[config.mk]
export PLATFORM = sky130hd
export DESIGN_NAME = pipe_stage
export DESIGN_NICKNAME = d
export VERILOG_FILES = /design/src/rtl/pipe_stage.sv
export SDC_FILE = /design/constraint.sdc
export NUM_CORES = 1
export LEC_CHECK = 0
export ABC_AREA = 1
export CORE_MARGIN = 5
export CORE_UTILIZATION = 52
export CTS_BUF_LIST = sky130_fd_sc_hd__clkbuf_8
export DETAILED_ROUTE_END_ITERATION = 7
export PLACE_DENSITY = 0.83
export SYNTH_ARGS = -nofsm -noshare
export SYNTH_HDL_FRONTEND = slang
export SYNTH_SLANG_ARGS = --single-unit
[constraint.sdc]
create_clock -name clk -period 2.2 [get_ports clk]
set_input_delay 0.33 -clock clk [delete_from_list [all_inputs] [get_ports clk]]
set_output_delay 0.33 -clock clk [all_outputs]
set_load 0.03 [all_outputs]
[src/rtl/pipe_stage.sv]
// Elastic pipeline register with a valid/ready handshake and a one-entry skid buffer.
// in_ready depends only on registered state, so upstream never sees a combinational
// path from downstream. Throughput is still one transfer per cycle under back-pressure.
module pipe_stage #(
  parameter int unsigned           WIDTH     = 32,
  parameter logic [WIDTH-1:0]      RESET_VAL = '0
) (
  input  logic             clk,
  input  logic             reset,
  input  logic             flush,
  input  logic             in_valid,
  output logic             in_ready,
  input  logic [WIDTH-1:0] in_data,
  output logic             out_valid,
  input  logic             out_ready,
  output logic [WIDTH-1:0] out_data,
  output logic [1:0]       occupancy
);

  // The state encoding equals the number of held entries, so it drives occupancy directly.
  typedef enum logic [1:0] {
    EMPTY = 2'd0,
    BUSY  = 2'd1,
    FULL  = 2'd2
  } state_t;

  state_t           state_q, state_d;
  logic [WIDTH-1:0] main_q, main_d;
  logic [WIDTH-1:0] skid_q, skid_d;
  logic             accept;
  logic             emit;

  assign in_ready  = (state_q != FULL);
  assign out_valid = (state_q != EMPTY);
  assign out_data  = main_q;
  assign occupancy = state_q;

  assign accept = in_valid & in_ready;
  assign emit   = out_valid & out_ready;

  // Next state and data. Flush overrides everything; an accept in the flush cycle is dropped.
  always_comb begin
    state_d = state_q;
    main_d  = main_q;
    skid_d  = skid_q;
    if (flush) begin
      state_d = EMPTY;
      main_d  = RESET_VAL;
      skid_d  = RESET_VAL;
    end else begin
      case (state_q)
        EMPTY: begin
          if (accept) begin
            state_d = BUSY;
            main_d  = in_data;
          end
        end
        BUSY: begin
          if (accept && emit) begin
            main_d = in_data;
          end else if (accept) begin
            state_d = FULL;
            skid_d  = in_data;
          end else if (emit) begin
            state_d = EMPTY;
          end
        end
        FULL: begin
          if (emit) begin
            state_d = BUSY;
            main_d  = skid_q;
          end
        end
        default: begin
          state_d = EMPTY;
        end
      endcase
    end
  end

  // State and storage registers with asynchronous reset to the empty condition.
  always_ff @(posedge clk or posedge reset) begin
    if (reset) begin
      state_q <= EMPTY;
      main_q  <= RESET_VAL;
      skid_q  <= RESET_VAL;
    end else begin
      state_q <= state_d;
      main_q  <= main_d;
      skid_q  <= skid_d;
    end
  end

endmodule
### Word level (Yosys, flattened, before mapping)

Cells that the tools add are included.

* register bits: 66
* bits of input ports: 37
* output and inout bits: 36
* logic and storage cells: 38

* eq/ne operators: 9
* mux-type cells: 15
* bitwise logic cells: 2
* reduce and logical (&&, ||, !) cells: 9

Operators by type and width (number)
* 32-bit 2-to-1 mux: 7
* 32-bit one-hot mux with 3 select lines: 1
* 2-bit 2-to-1 mux: 6
* 3-bit inequality test (second input constant): 4
* 4-bit AND reduction: 2
* 2-bit one-hot mux with 3 select lines: 1
* 2-bit nonzero test: 3
* 2-bit inequality test (second input constant): 2
* 4-bit inequality test (second input constant): 1
* 4-bit nonzero test: 1
* 3-bit AND reduction: 1
* 1-bit AND: 2
* 2-bit by 1-bit == test with 1-bit output (second input constant): 1
* 2-bit == test (second input constant): 1
* 2-bit logical NOT: 1
* 1-bit logical AND: 1

### Depth between registers and ports, before layout

* depth after elaboration: 7
* depth in mapped cells: 9
* mapped depth without buffers: 7

### Worst setup path before layout

Ideal clock, no wire load.

* kind: flip-flop to flip-flop
* start: reg state_q[0], in the netlist occupancy[0]
* end: reg main_q[0], in the netlist out_data[0]
* setup time: 118 ps
* data arrival time: 1426 ps
* data required time: 2082 ps
* slack: 657 ps
* stages on the path, launching flop included: 10
* buffers on the path: 2
* clock period less this slack: 1543 ps
* cell sequence: dfrtp_1 -> buf_4 -> nor2_2 -> inv_2 -> nor2_4 -> nor2_8 -> nand2_4 -> buf_6 -> nand2_1 -> nand2_1

* cells in the longest elaborated chain, start to end: 5
* elaborated cells between the ends (all ways): 15
* those cells by class: eq/ne: 6; mux: 2; bitwise: 2; reduce/logical: 5

RTL lines
* start, declared: RTL line 27 `state_t state_q, state_d;`
* start signal, assigned: RTL line 88 `state_q <= state_d;`
* 2-bit nonzero test (*): RTL line 34 `assign out_valid = (state_q != EMPTY);`
* named net out_valid: RTL line 14 `output logic out_valid,`
* 1-bit AND (*): RTL line 39 `assign emit = out_valid & out_ready;`
* 1-bit logical AND: RTL line 59 `if (accept && emit) begin`
* 3-bit inequality test (no line)
* 4-bit AND reduction (no line) (*)
* end signal, assigned: RTL line 89 `main_q <= main_d;`
* end, declared: RTL line 28 `logic [WIDTH-1:0] main_q, main_d;`

The timed path passes the listed nets; every way through them passes the cells marked *.
A chain may end at the register's enable or synchronous reset.

### Final worst setup path

* start: reg state_q[0], in the netlist occupancy[0]
* end: out out_valid

* cells in the longest elaborated chain, start to end: 1

RTL lines (RTL line)
* 2-bit nonzero test: 34
* end, declared: 14

No other way between the ends.

==> summary.md <==
| Metric | Value |
|---|---|
| Status | `finished, final reports clean` |
| Cell Int Power | `between 2 and 2.5 mW` |
| Worst reg2reg startpoint | `occupancy[0]$_DFFE_PP0P_` |
| Most common cell after layout, fill and taps aside | `nand2_1` |
| Most frequent cells in the layout | `104 x nand2_1, 71 x clkdlybuf4s50_1, 66 x nand3_1, 66 x dfrtp_1, 35 x nor2_1` |
| R2R Setup Slk | `between 0.4 and 0.5 ns` |
| CP endpoint kind | `output pin` |
| Layout fillers | `477` |
| Yosys top cell by area | `dfrtp_1` |
| Crit-path leading delay family | `buffers and inverters` |
| Startpoint Class | `flip-flop` |
| Total track usage | `0.216` |
| Synth Area in Simple Gates | `0.309` |
| R2R depth | `7` |
| CTS Buffer Depth | `2` |
| WS Path Type | `flip-flop to output pin` |
| Layout cells sized above 1 | `0.0861` |
| TritonCTS Buffers | `9` |
| Mapped Area | `3140 um^2` |
| Worst min path class | `input pin to asynchronous set/reset pin` |
| WP depth | `3` |
| Worst EP arrival | `approximately 1.7 ns` |
| R2R Path End | `out_data[15]$_DFFE_PP0P_` |
| Post-DR wirelength/cell | `about 15 um` |
| First-pass GRT wire length | `roughly 13 mm` |
| Area grow syn2layout | `29.9%` |
| DP Wirelength | `between 5 and 6 mm` |
| Final setup TNS | `0 ns` |
| RSZ-0062 raised after global routing | `false` |
| DRC | `0` |
| DRT iter0 DRCs | `250` |
| Clock Root Buffer | `clkbuf_8` |
| Synthesized Nets | `approximately 420` |
| Unique cell type count in the Yosys netlist | `23` |
| Largest net degree at the start of global routing | `65` |
| FP Rows | `28` |
| Multi-input logic area | `1290 um^2` |
| Ports | `between 70 and 80` |
| Logic gate share of total power | `0.319` |
| Peak Freq | `489 MHz` |
| Vias in the first global route | `2,723` |
| Slowest-stage cell, CP | `clkdlybuf4s50_1` |
| Die ar. | `7690 um^2` |
| Peak fanout along the critical path | `9` |
| Final Skew | `about 0.0065 ns` |
| Post-Place Cell Area | `just under 4000 um^2` |
| Yosys top cell area share | `0.526` |
| Remaining Overflow, GRT | `0` |
| Crit-path cells | `nor2_2 -> inv_2 -> clkdlybuf4s50_1` |
| Routed Wire Length | `approximately 7.7 mm` |
| Worst slew pin tran | `roughly 0.43 ns` |
| Register area | `around 1700 um^2` |
| Width of the die | `87.7 um` |
| Power Density | `866 nW/um^2` |
| Synth Instances | `roughly 380` |
| CP endpoint | `out_valid` |
| XOR/XNOR Fraction of Synth Area | `0` |
| Yosys warns | `0` |
| Maximum vdd drop | `around 0.53 mV` |
| Initial antenna violation count | `0` |
| Die height | `about 88 um` |
| Largest stage delay on the critical path | `~0.67 ns` |
| Hold Vio Cnt, Final | `0` |
| Post-CTS Hold Buffers | `0` |
| Post-CTS sizing | `0` |
| Power, Total | `between 3 and 4 mW` |
| Compound-Gate Fraction of Synth Area | `0.104` |
| N_diodes | `0` |
| Main combinational cell family by area after synthesis | `simple AND/OR/NAND/NOR gates` |
| Core area | `slightly below 6000 um^2` |
| Yosys reg bits | `66` |
| P_sw | `1.22 mW` |
| Fin crit share | `0.929` |
| Max_slew headroom | `0.711` |
| Max-slew violations | `0` |
| Lkg Pwr | `just over 2 nW` |
| Synth area leaders | `dfrtp_1 53%, nand2_1 12%, nand3_1 11%, o21ai_0 5.3%, a21oi_1 5.1%` |
| CP required | `1.87 ns` |
| Worst Setup SP | `occupancy[0]$_DFFE_PP0P_` |
| Mux share of post-synthesis cell area | `0` |
| Post-synthesis adder-cell area fraction | `0` |
| Clock sink total | `66` |
| Clk slew on worst S/H paths | `roughly 0.070 ns` |
| CTS tree | `built` |
| Clk_lat worst skew | `0.33 ns` |
| Buf/Inv on CP | `2` |
| Power share of the clock group | `0.263` |
| Max-Cap Viols | `0` |
| Initial DRT Pass Iterations | `4` |
| Worst hold margin | `0.235 ns` |
| Post-CTS setup buffers | `0` |
| H-tree depth | `3` |
| Post-layout instance area | `around 4100 um^2` |
| Final core occ | `0.693` |
| GPL Wtd Cong | `~0.9` |
| Starting Density | `0.533` |
| Register share of total power | `0.418` |
| Sequential share of the synthesized area | `0.526` |
| Antenna Nets Post-Route | `0` |
| Final min period | `between 2 and 2.5 ns` |
| Net Sw Frac | `0.345` |
| Syn Area/Cell | `8.18 um^2` |
| Number of port buffers | `72` |
| Final setup violating endpoints | `0` |
| Vias | `slightly below 3,000` |
| Via density | `5.47` |
| Nets | `between 400 and 500` |
power groups by stage:
stage | sequential [mW] | clock, mW | combinational [mW]
after floorplan | 1.73 | 0 | 0.447
after global placement | 1.49 | 0 | 1.11
after detailed placement | 1.50 | 0 | 1.13
after CTS | 1.48 | 0.943 | 1.14
after global routing | 1.50 | 1.01 | 1.22
final | 1.48 | 0.929 | 1.12
final cells by class:
cell class	count	share of cell area
clock buffer	9	0.0304
inverter	8	0.00737
multi-input combinational	281	0.318
clock inverter	5	0.0120
sequential	66	0.405
tap	75	0.0230
timing repair buffer	84	0.204
how the worst min path moves through the flow:
stage / slack, ns / start / end / cells after the start
final: 0.24 / reset / skid_q[22]$_DFFE_PP0P_ / 2
after global routing: 0.26 / reset / skid_q[22]$_DFFE_PP0P_ / 2
after CTS: 0.24 / reset / skid_q[22]$_DFFE_PP0P_ / 2
after detailed placement: 0.46 / out_data[13]$_DFFE_PP0P_ / out_data[13]$_DFFE_PP0P_ / 2
after global placement: 0.46 / out_data[7]$_DFFE_PP0P_ / out_data[7]$_DFFE_PP0P_ / 2
after floorplan: 0.48 / skid_q[0]$_DFFE_PP0P_ / skid_q[0]$_DFFE_PP0P_ / 2
kinds of logic after synthesis:
family / Yosys count
simple gates: 216
flops: 66
compound gates: 65
buf+inv: 37
state kept, by name, indices dropped and copies added, names as in the netlist:
name       count
occupancy      2
out_data      32
skid_q        32
synth_stat cells (all sizes together):
cell / count
nand2: 105
inv: 8
o21ai: 33
nor2: 39
buf: 21
clkbuf: 8
nor4: 1
dfrtp: 66
nand4: 2
a21oi: 32
nand3: 68
nor3: 1
routing by layer:
| layer | vias up | global-route usage | routed length (um) |
|---|---|---|---|
| met3 | 11 | 0.0367 | 569 |
| met5 | - | 0 | 0 |
| met4 | 0 | 0.0837 | 112 |
| li1 | 1400 | - | - |
| met1 | 1343 | 0.316 | 3420 |
| met2 | 132 | 0.321 | 3560 |
worst register-to-register path, delay by kind of cell (launching register included):
kind / cells / cell delay, ns
flops: 1 / 0.53
compound gates: 1 / 0.16
simple gates: 4 / 0.60
buf+inv: 2 / 0.43
per-stage QoR:
stage,setup slack (ns),cells
2_1_floorplan,0.215,384
3_3_place_gp,0.261,514
3_5_place_dp,0.188,514
4_1_cts,0.145,528
5_1_grt,0.0676,528
6_report,0.157,528
No activity file was read; power rests on OpenSTA's default activity.
